**config.mk**
```make
export PLATFORM = sky130hd
export DESIGN_NAME = ex_mem_stage
export DESIGN_NICKNAME = d
export VERILOG_FILES = /design/src/rtl/ex_mem_stage_pkg.sv /design/src/rtl/ex_alu.sv /design/src/rtl/ex_mem_stage.sv
export SDC_FILE = /design/constraint.sdc
export NUM_CORES = 1
export LEC_CHECK = 0
export ABC_AREA = 1
export BUFFER_PORTS_ARGS = -buffer_cell sky130_fd_sc_hd__buf_2
export CAP_MARGIN = 20
export CORE_MARGIN = 8
export CORE_UTILIZATION = 56
export CTS_CLUSTER_SIZE = 20
export DETAILED_ROUTE_END_ITERATION = 10
export GPL_TIMING_DRIVEN = 0
export PLACE_DENSITY = 0.84
export SETUP_SLACK_MARGIN = 0.3
export SYNTH_ARGS = -nofsm -noshare
export SYNTH_HDL_FRONTEND = slang
export SYNTH_SLANG_ARGS = --single-unit
export TNS_END_PERCENT = 100
```
**constraint.sdc**
```tcl
create_clock -name clock -period 4.8 [get_ports clock]
set_clock_uncertainty 0.2 [all_clocks]
set_input_delay 0.96 -clock clock [delete_from_list [all_inputs] [get_ports clock]]
set_output_delay 0.96 -clock clock [all_outputs]
set_load 0.1 [all_outputs]
```
**src/rtl/ex_mem_stage_pkg.sv**
```systemverilog
// Shared pipeline encodings: ALU op codes, destination/writeback selects and
// the EX/MEM control bundle.
package ex_mem_stage_pkg;

  localparam int unsigned ALU_OP_W = 3;
  localparam int unsigned SEL_W    = 2;
  localparam int unsigned LINK_REG = 31;
  localparam int unsigned SLL_AMT  = 16;

  typedef enum logic [ALU_OP_W-1:0] {
    ALU_ADD  = 3'b000,
    ALU_SUB  = 3'b001,
    ALU_AND  = 3'b010,
    ALU_OR   = 3'b011,
    ALU_SLT  = 3'b100,
    ALU_NOR  = 3'b101,
    ALU_SLL  = 3'b110,
    ALU_PASS = 3'b111
  } alu_op_e;

  typedef enum logic [SEL_W-1:0] {
    DST_RT     = 2'b00,
    DST_RD     = 2'b01,
    DST_LINK   = 2'b10,
    DST_RT_ALT = 2'b11
  } reg_dst_e;

  typedef enum logic [SEL_W-1:0] {
    WB_SEL_ALU  = 2'b00,
    WB_SEL_MEM  = 2'b01,
    WB_SEL_PC4  = 2'b10,
    WB_SEL_RSVD = 2'b11
  } mem_to_reg_e;

  typedef struct packed {
    logic        reg_write;
    logic        mem_read;
    logic        mem_write;
    mem_to_reg_e mem_to_reg;
  } exm_ctrl_t;

endpackage

```
**src/rtl/ex_alu.sv**
```systemverilog
// Combinational execute-stage ALU with zero flag.
module ex_alu
  import ex_mem_stage_pkg::*;
#(
  parameter int unsigned DATA_W = 32
) (
  input  alu_op_e           i_op,
  input  logic [DATA_W-1:0] i_a,
  input  logic [DATA_W-1:0] i_b,
  output logic [DATA_W-1:0] o_result,
  output logic              o_zero
);

  always_comb begin
    o_result = '0;
    case (i_op)
      ALU_ADD:  o_result = i_a + i_b;
      ALU_SUB:  o_result = i_a - i_b;
      ALU_AND:  o_result = i_a & i_b;
      ALU_OR:   o_result = i_a | i_b;
      ALU_SLT:  o_result = DATA_W'($signed(i_a) < $signed(i_b));
      ALU_NOR:  o_result = ~(i_a | i_b);
      ALU_SLL:  o_result = i_b << SLL_AMT;
      ALU_PASS: o_result = i_b;
      default:  o_result = '0;
    endcase
  end

  assign o_zero = (o_result == '0);

endmodule

```
**src/rtl/ex_mem_stage.sv**
```systemverilog
// Execute stage with operand forwarding, load-use detection and the EX/MEM
// pipeline register.
module ex_mem_stage
  import ex_mem_stage_pkg::*;
#(
  parameter int unsigned DATA_W = 32,
  parameter int unsigned RA_W   = 5
) (
  input  logic              clock,
  input  logic              reset,
  input  logic [2:0]        alu_operation,
  input  logic              alu_src,
  input  logic              reg__write,
  input  logic              mem__read,
  input  logic              mem__write,
  input  logic [1:0]        reg__destination,
  input  logic [1:0]        mem__to_reg,
  input  logic [DATA_W-1:0] read_data1,
  input  logic [DATA_W-1:0] read_data2,
  input  logic [DATA_W-1:0] sign_ext,
  input  logic [DATA_W-1:0] adder1,
  input  logic [RA_W-1:0]   Rs,
  input  logic [RA_W-1:0]   Rt,
  input  logic [RA_W-1:0]   Rd,
  input  logic [RA_W-1:0]   ifid_rs,
  input  logic [RA_W-1:0]   ifid_rt,
  input  logic              wb_reg_write,
  input  logic [RA_W-1:0]   wb_dest,
  input  logic [DATA_W-1:0] wb_data,
  input  logic              hold,
  input  logic              flush,
  output logic              load_use_stall,
  output logic [DATA_W-1:0] exm_alu_result,
  output logic [DATA_W-1:0] exm_store_data,
  output logic [DATA_W-1:0] exm_pc4,
  output logic [RA_W-1:0]   exm_dest,
  output logic              exm_zero,
  output logic              exm_reg_write,
  output logic              exm_mem_read,
  output logic              exm_mem_write,
  output logic [1:0]        exm_mem_to_reg
);

  logic [DATA_W-1:0] r_alu_result;
  logic [DATA_W-1:0] r_store_data;
  logic [DATA_W-1:0] r_pc4;
  logic [RA_W-1:0]   r_dest;
  logic              r_zero;
  exm_ctrl_t         r_ctrl;

  logic              w_exm_fwd_ok;
  logic              w_exm_hit_a;
  logic              w_exm_hit_b;
  logic              w_wb_hit_a;
  logic              w_wb_hit_b;
  logic [DATA_W-1:0] w_fwd_a;
  logic [DATA_W-1:0] w_fwd_b;
  logic [DATA_W-1:0] w_alu_b;
  logic [DATA_W-1:0] w_alu_result;
  logic              w_alu_zero;
  logic [RA_W-1:0]   w_dest;
  exm_ctrl_t         w_ctrl;

  // A load in EX/MEM holds an address, not data, so it never forwards.
  assign w_exm_fwd_ok = r_ctrl.reg_write && (r_dest != '0) && !r_ctrl.mem_read;
  assign w_exm_hit_a  = w_exm_fwd_ok && (r_dest == Rs);
  assign w_exm_hit_b  = w_exm_fwd_ok && (r_dest == Rt);
  assign w_wb_hit_a   = wb_reg_write && (wb_dest != '0) && (wb_dest == Rs);
  assign w_wb_hit_b   = wb_reg_write && (wb_dest != '0) && (wb_dest == Rt);

  always_comb begin
    w_fwd_a = read_data1;
    if (w_exm_hit_a)     w_fwd_a = r_alu_result;
    else if (w_wb_hit_a) w_fwd_a = wb_data;
  end

  always_comb begin
    w_fwd_b = read_data2;
    if (w_exm_hit_b)     w_fwd_b = r_alu_result;
    else if (w_wb_hit_b) w_fwd_b = wb_data;
  end

  assign w_alu_b = alu_src ? sign_ext : w_fwd_b;

  ex_alu #(
    .DATA_W (DATA_W)
  ) u_alu (
    .i_op     (alu_op_e'(alu_operation)),
    .i_a      (w_fwd_a),
    .i_b      (w_alu_b),
    .o_result (w_alu_result),
    .o_zero   (w_alu_zero)
  );

  always_comb begin
    w_dest = Rt;
    case (reg_dst_e'(reg__destination))
      DST_RT:     w_dest = Rt;
      DST_RD:     w_dest = Rd;
      DST_LINK:   w_dest = RA_W'(LINK_REG);
      DST_RT_ALT: w_dest = Rt;
      default:    w_dest = Rt;
    endcase
  end

  assign w_ctrl = '{
    reg_write:  reg__write,
    mem_read:   mem__read,
    mem_write:  mem__write,
    mem_to_reg: mem_to_reg_e'(mem__to_reg)
  };

  assign load_use_stall = mem__read && reg__write && (Rt != '0) &&
                          ((Rt == ifid_rs) || (Rt == ifid_rt));

  // Reset beats hold, hold beats flush.
  always_ff @(posedge clock) begin
    if (reset) begin
      r_alu_result <= '0;
      r_store_data <= '0;
      r_pc4        <= '0;
      r_dest       <= '0;
      r_zero       <= 1'b0;
      r_ctrl       <= '0;
    end else if (!hold) begin
      if (flush) begin
        r_alu_result <= '0;
        r_store_data <= '0;
        r_pc4        <= '0;
        r_dest       <= '0;
        r_zero       <= 1'b0;
        r_ctrl       <= '0;
      end else begin
        r_alu_result <= w_alu_result;
        r_store_data <= w_fwd_b;
        r_pc4        <= adder1;
        r_dest       <= w_dest;
        r_zero       <= w_alu_zero;
        r_ctrl       <= w_ctrl;
      end
    end
  end

  assign exm_alu_result = r_alu_result;
  assign exm_store_data = r_store_data;
  assign exm_pc4        = r_pc4;
  assign exm_dest       = r_dest;
  assign exm_zero       = r_zero;
  assign exm_reg_write  = r_ctrl.reg_write;
  assign exm_mem_read   = r_ctrl.mem_read;
  assign exm_mem_write  = r_ctrl.mem_write;
  assign exm_mem_to_reg = r_ctrl.mem_to_reg;

endmodule
```
==> impl_metrics.ini <==
[worst_setup_path]
cp-startpoint = Rs[3]
worstSetupEndpointType = register
critPathKind = in -> reg
cp-start-kind = input port
arrival_ns = 4.91
r2r_start = exm_dest[1]$_SDFFE_PP0N_
worstPathRequired_ns = 4.90
crit_family = simple AND/OR/NAND/NOR gates
cp_slowest_stage_delay_ns = 0.35
crit_top_cell = nand2_1
cp_slowest_cell = ha_4
path_max_fanout = 10
path_buf_inv = 7

[global_route]
antenna_found_initial = 5
overflow = 0
grt_max_degree = 23
grt_pass1_vias = 16700
grt_first_pass_wirelength_mm = 93.5
track_usage_pct = 42.5

[timing]
relSlewSlack_pct = 30.9
setup_tns_ns = -0.00482
finalHoldViolCount = 0
fin_ws_ns = -0.00482
period_minus_slack_ns = 4.80
setup_viol_count_final = 1
fmax_ghz = 0.208
slew_viol_final = 0
rsz0062_at_grt = yes
tightest_slew_ns = 1.03
period_share_pct = 100

[outcome]
violations = negative setup slack
outcome = finished with violations

[route]
ant_nets = 0
drc = 0
num_vias = 17900
wl_mm = 64.6
drt_iter0_drc = 2681
drt_pass1_iterations = 6
vias_per_cell = 6.19
wl_per_cell_microns = 22.3

[synth]
synth-seq-area-share_pct = 16.6
synth.largest_area_cell = nand2_1
yosysTopAreaCellShare_pct = 19.8
ys_ff_latch = 107
synth_fp_nets = 2541
synth_area_leaders = nand2_1, dfxtp_1, ha_1, inv_1, a21oi_1
synth_area_sq_mm = 0.0129
ys_warn_count = 0
synth_cells = 2235
avgSynthCellArea_sq_um = 5.78
synth_cell_types = 55

[cells_and_area]
syn2layout_area_growth_pct = 28.6
most-common-layout-cells = nand2_1, buf_2, inv_1
postLayoutCellArea_sq_mm = 0.0166
drive_above_1_share_pct = 28.1
final_common_cell = nand2_1
finalNetCount = 2904

[power]
internal_power_w = 0.00192
ir_drop_uv = 273
pwr-share-clk_pct = 20.6
p_total_w = 0.00381
powerDensity_mw_per_mm2 = 229
p_leak_nw = 8.55
pwr-share-comb_pct = 54.2
p_seq_share_pct = 25.3
swShare_pct = 49.5
p_sw_w = 0.00188

[die]
initial_core_util_pct = 57.1
dieArea_sq_mm = 0.0282
die_w_microns = 168
die_y_microns = 168
ios = 314
rows = 55
core_area_sq_mm = 0.0226

[cts]
cts_sinks = 107
cts-root-buf = clkbuf_16
clk_pin_slew_ns = 0.08
cts_hold_buf = 0
clk_path_buf_depth = 2
clk_latency_ns = 0.37
numCtsBuffers = 9
htree_levels = 3
cts_tree = yes

[run]
drv_cap = 0

[worst_hold_path]
worstHoldStart = exm_pc4[12]$_SDFFE_PP0N_
min_path_type = reg -> reg

[placed_design]
dp_hpwl_mm = 52.1
pre_cts_slack_ns = -1.27
place_area_sq_mm = 0.0148
globalplace.congestion = 1.13
port_buffers = 306
through the flow:
stage	cells	hold slack (ns)	util [%]
3_3_place_gp	2826	0.238	65.5
3_5_place_dp	2826	0.252	65.5
5_1_grt	2893	0.286	73.4
6_report	2894	0.267	73.4
2_1_floorplan	2235	0.688	-
4_1_cts	2857	0.265	69.1
worst paths after layout:
| path | endpoint | slack [ns] | depth (start not counted) |
|---|---|---|---|
| hold reg to reg | exm_pc4[12]$_SDFFE_PP0N_ | 0.27 | 2 |
| hold / removal | exm_pc4[12]$_SDFFE_PP0N_ | 0.27 | 2 |
| setup / recovery | exm_zero$_SDFFE_PP0N_ | -0.005 | 29 |
| setup reg to reg | exm_zero$_SDFFE_PP0N_ | 0.20 | 30 |
layout make-up:
type,count,area (sq um)
diodes,6,15.0
plain buffers,104,718
clock buffers,9,225
clock inverters,7,91.3
fillers,1925,6020
inverters,290,1100
multi-input cells,1734,10100
flip-flops and latches,107,2140
well taps,285,357
repair buffers,352,1890
per-layer routing:
| layer | vias to the layer above | share of wire (%) | wire (microns) | global-route usage, % |
|---|---|---|---|---|
| met5 | - | 0 | 0 | 0 |
| met4 | 0 | 8.4 | 5450 | 29.1 |
| met3 | 372 | 12 | 8050 | 8.28 |
| met2 | 1504 | 45 | 29000 | 70.3 |
| met1 | 8055 | 34 | 22000 | 49.0 |
| li1 | 7982 | - | - | - |
what timing repair did:
item	4_1_cts	5_1_grt
gates resized for setup	146	220
endpoints found under the hold margin	0	0
setup endpoints to repair	31	24
setup buffers	15	31
pin swaps	13	52
power groups by stage:
stage,registers [W],logic [W],clock network (W)
2_1_floorplan,0.00123,0.000946,0
3_3_place_gp,0.000976,0.00170,0
3_5_place_dp,0.000977,0.00173,0
4_1_cts,0.000959,0.00181,0.000772
5_1_grt,0.000964,0.00217,0.000808
6_report,0.000962,0.00206,0.000783
cells by family after synthesis:
| group | after synthesis | synth area share [%] |
|---|---|---|
| AND/OR/NAND/NOR | 1179 | 39.7 |
| buffers and inverters | 394 | 12.8 |
| adder cells (fa/ha/maj) | 100 | 9.79 |
| flip-flops | 107 | 16.6 |
| XOR/XNOR | 29 | 2.02 |
| AO/OA/AOI/OAI | 426 | 19.0 |
cell usage after synthesis, drive strengths merged:
| master | n |
|---|---|
| o211ai | 37 |
| o221a | 2 |
| and3 | 1 |
| o21bai | 11 |
| clkinv | 1 |
| or2 | 36 |
| a21oi | 207 |
| o2111ai | 3 |
| xor2 | 18 |
| inv | 289 |
| nor3 | 20 |
| nor2 | 174 |
| nor4 | 5 |
| a21boi | 3 |
| a31oi | 4 |
| dfxtp | 107 |
| ha | 98 |
| a21o | 3 |
| o31ai | 1 |
| nand3 | 224 |
| o22ai | 4 |
| clkbuf | 62 |
| a211oi | 3 |
| o21a | 5 |
| a221oi | 18 |
| nand2 | 687 |
| o21ai | 120 |
| nand4 | 21 |
| o221ai | 2 |
| nand3b | 11 |
| a22oi | 3 |
| fa | 2 |
| xnor2 | 11 |
| buf | 42 |
worst reg2reg max path: cells and delay by family (launching register included):
family	cells	cell delay [ns]
AOI/OAI and AO/OA	2	0.39
buffers and inverters	6	0.77
DFF	1	0.50
and+or+nand+nor	21	2.36
adders and majority gates	1	0.35
Note: power is estimated with default switching activity, not from simulation.
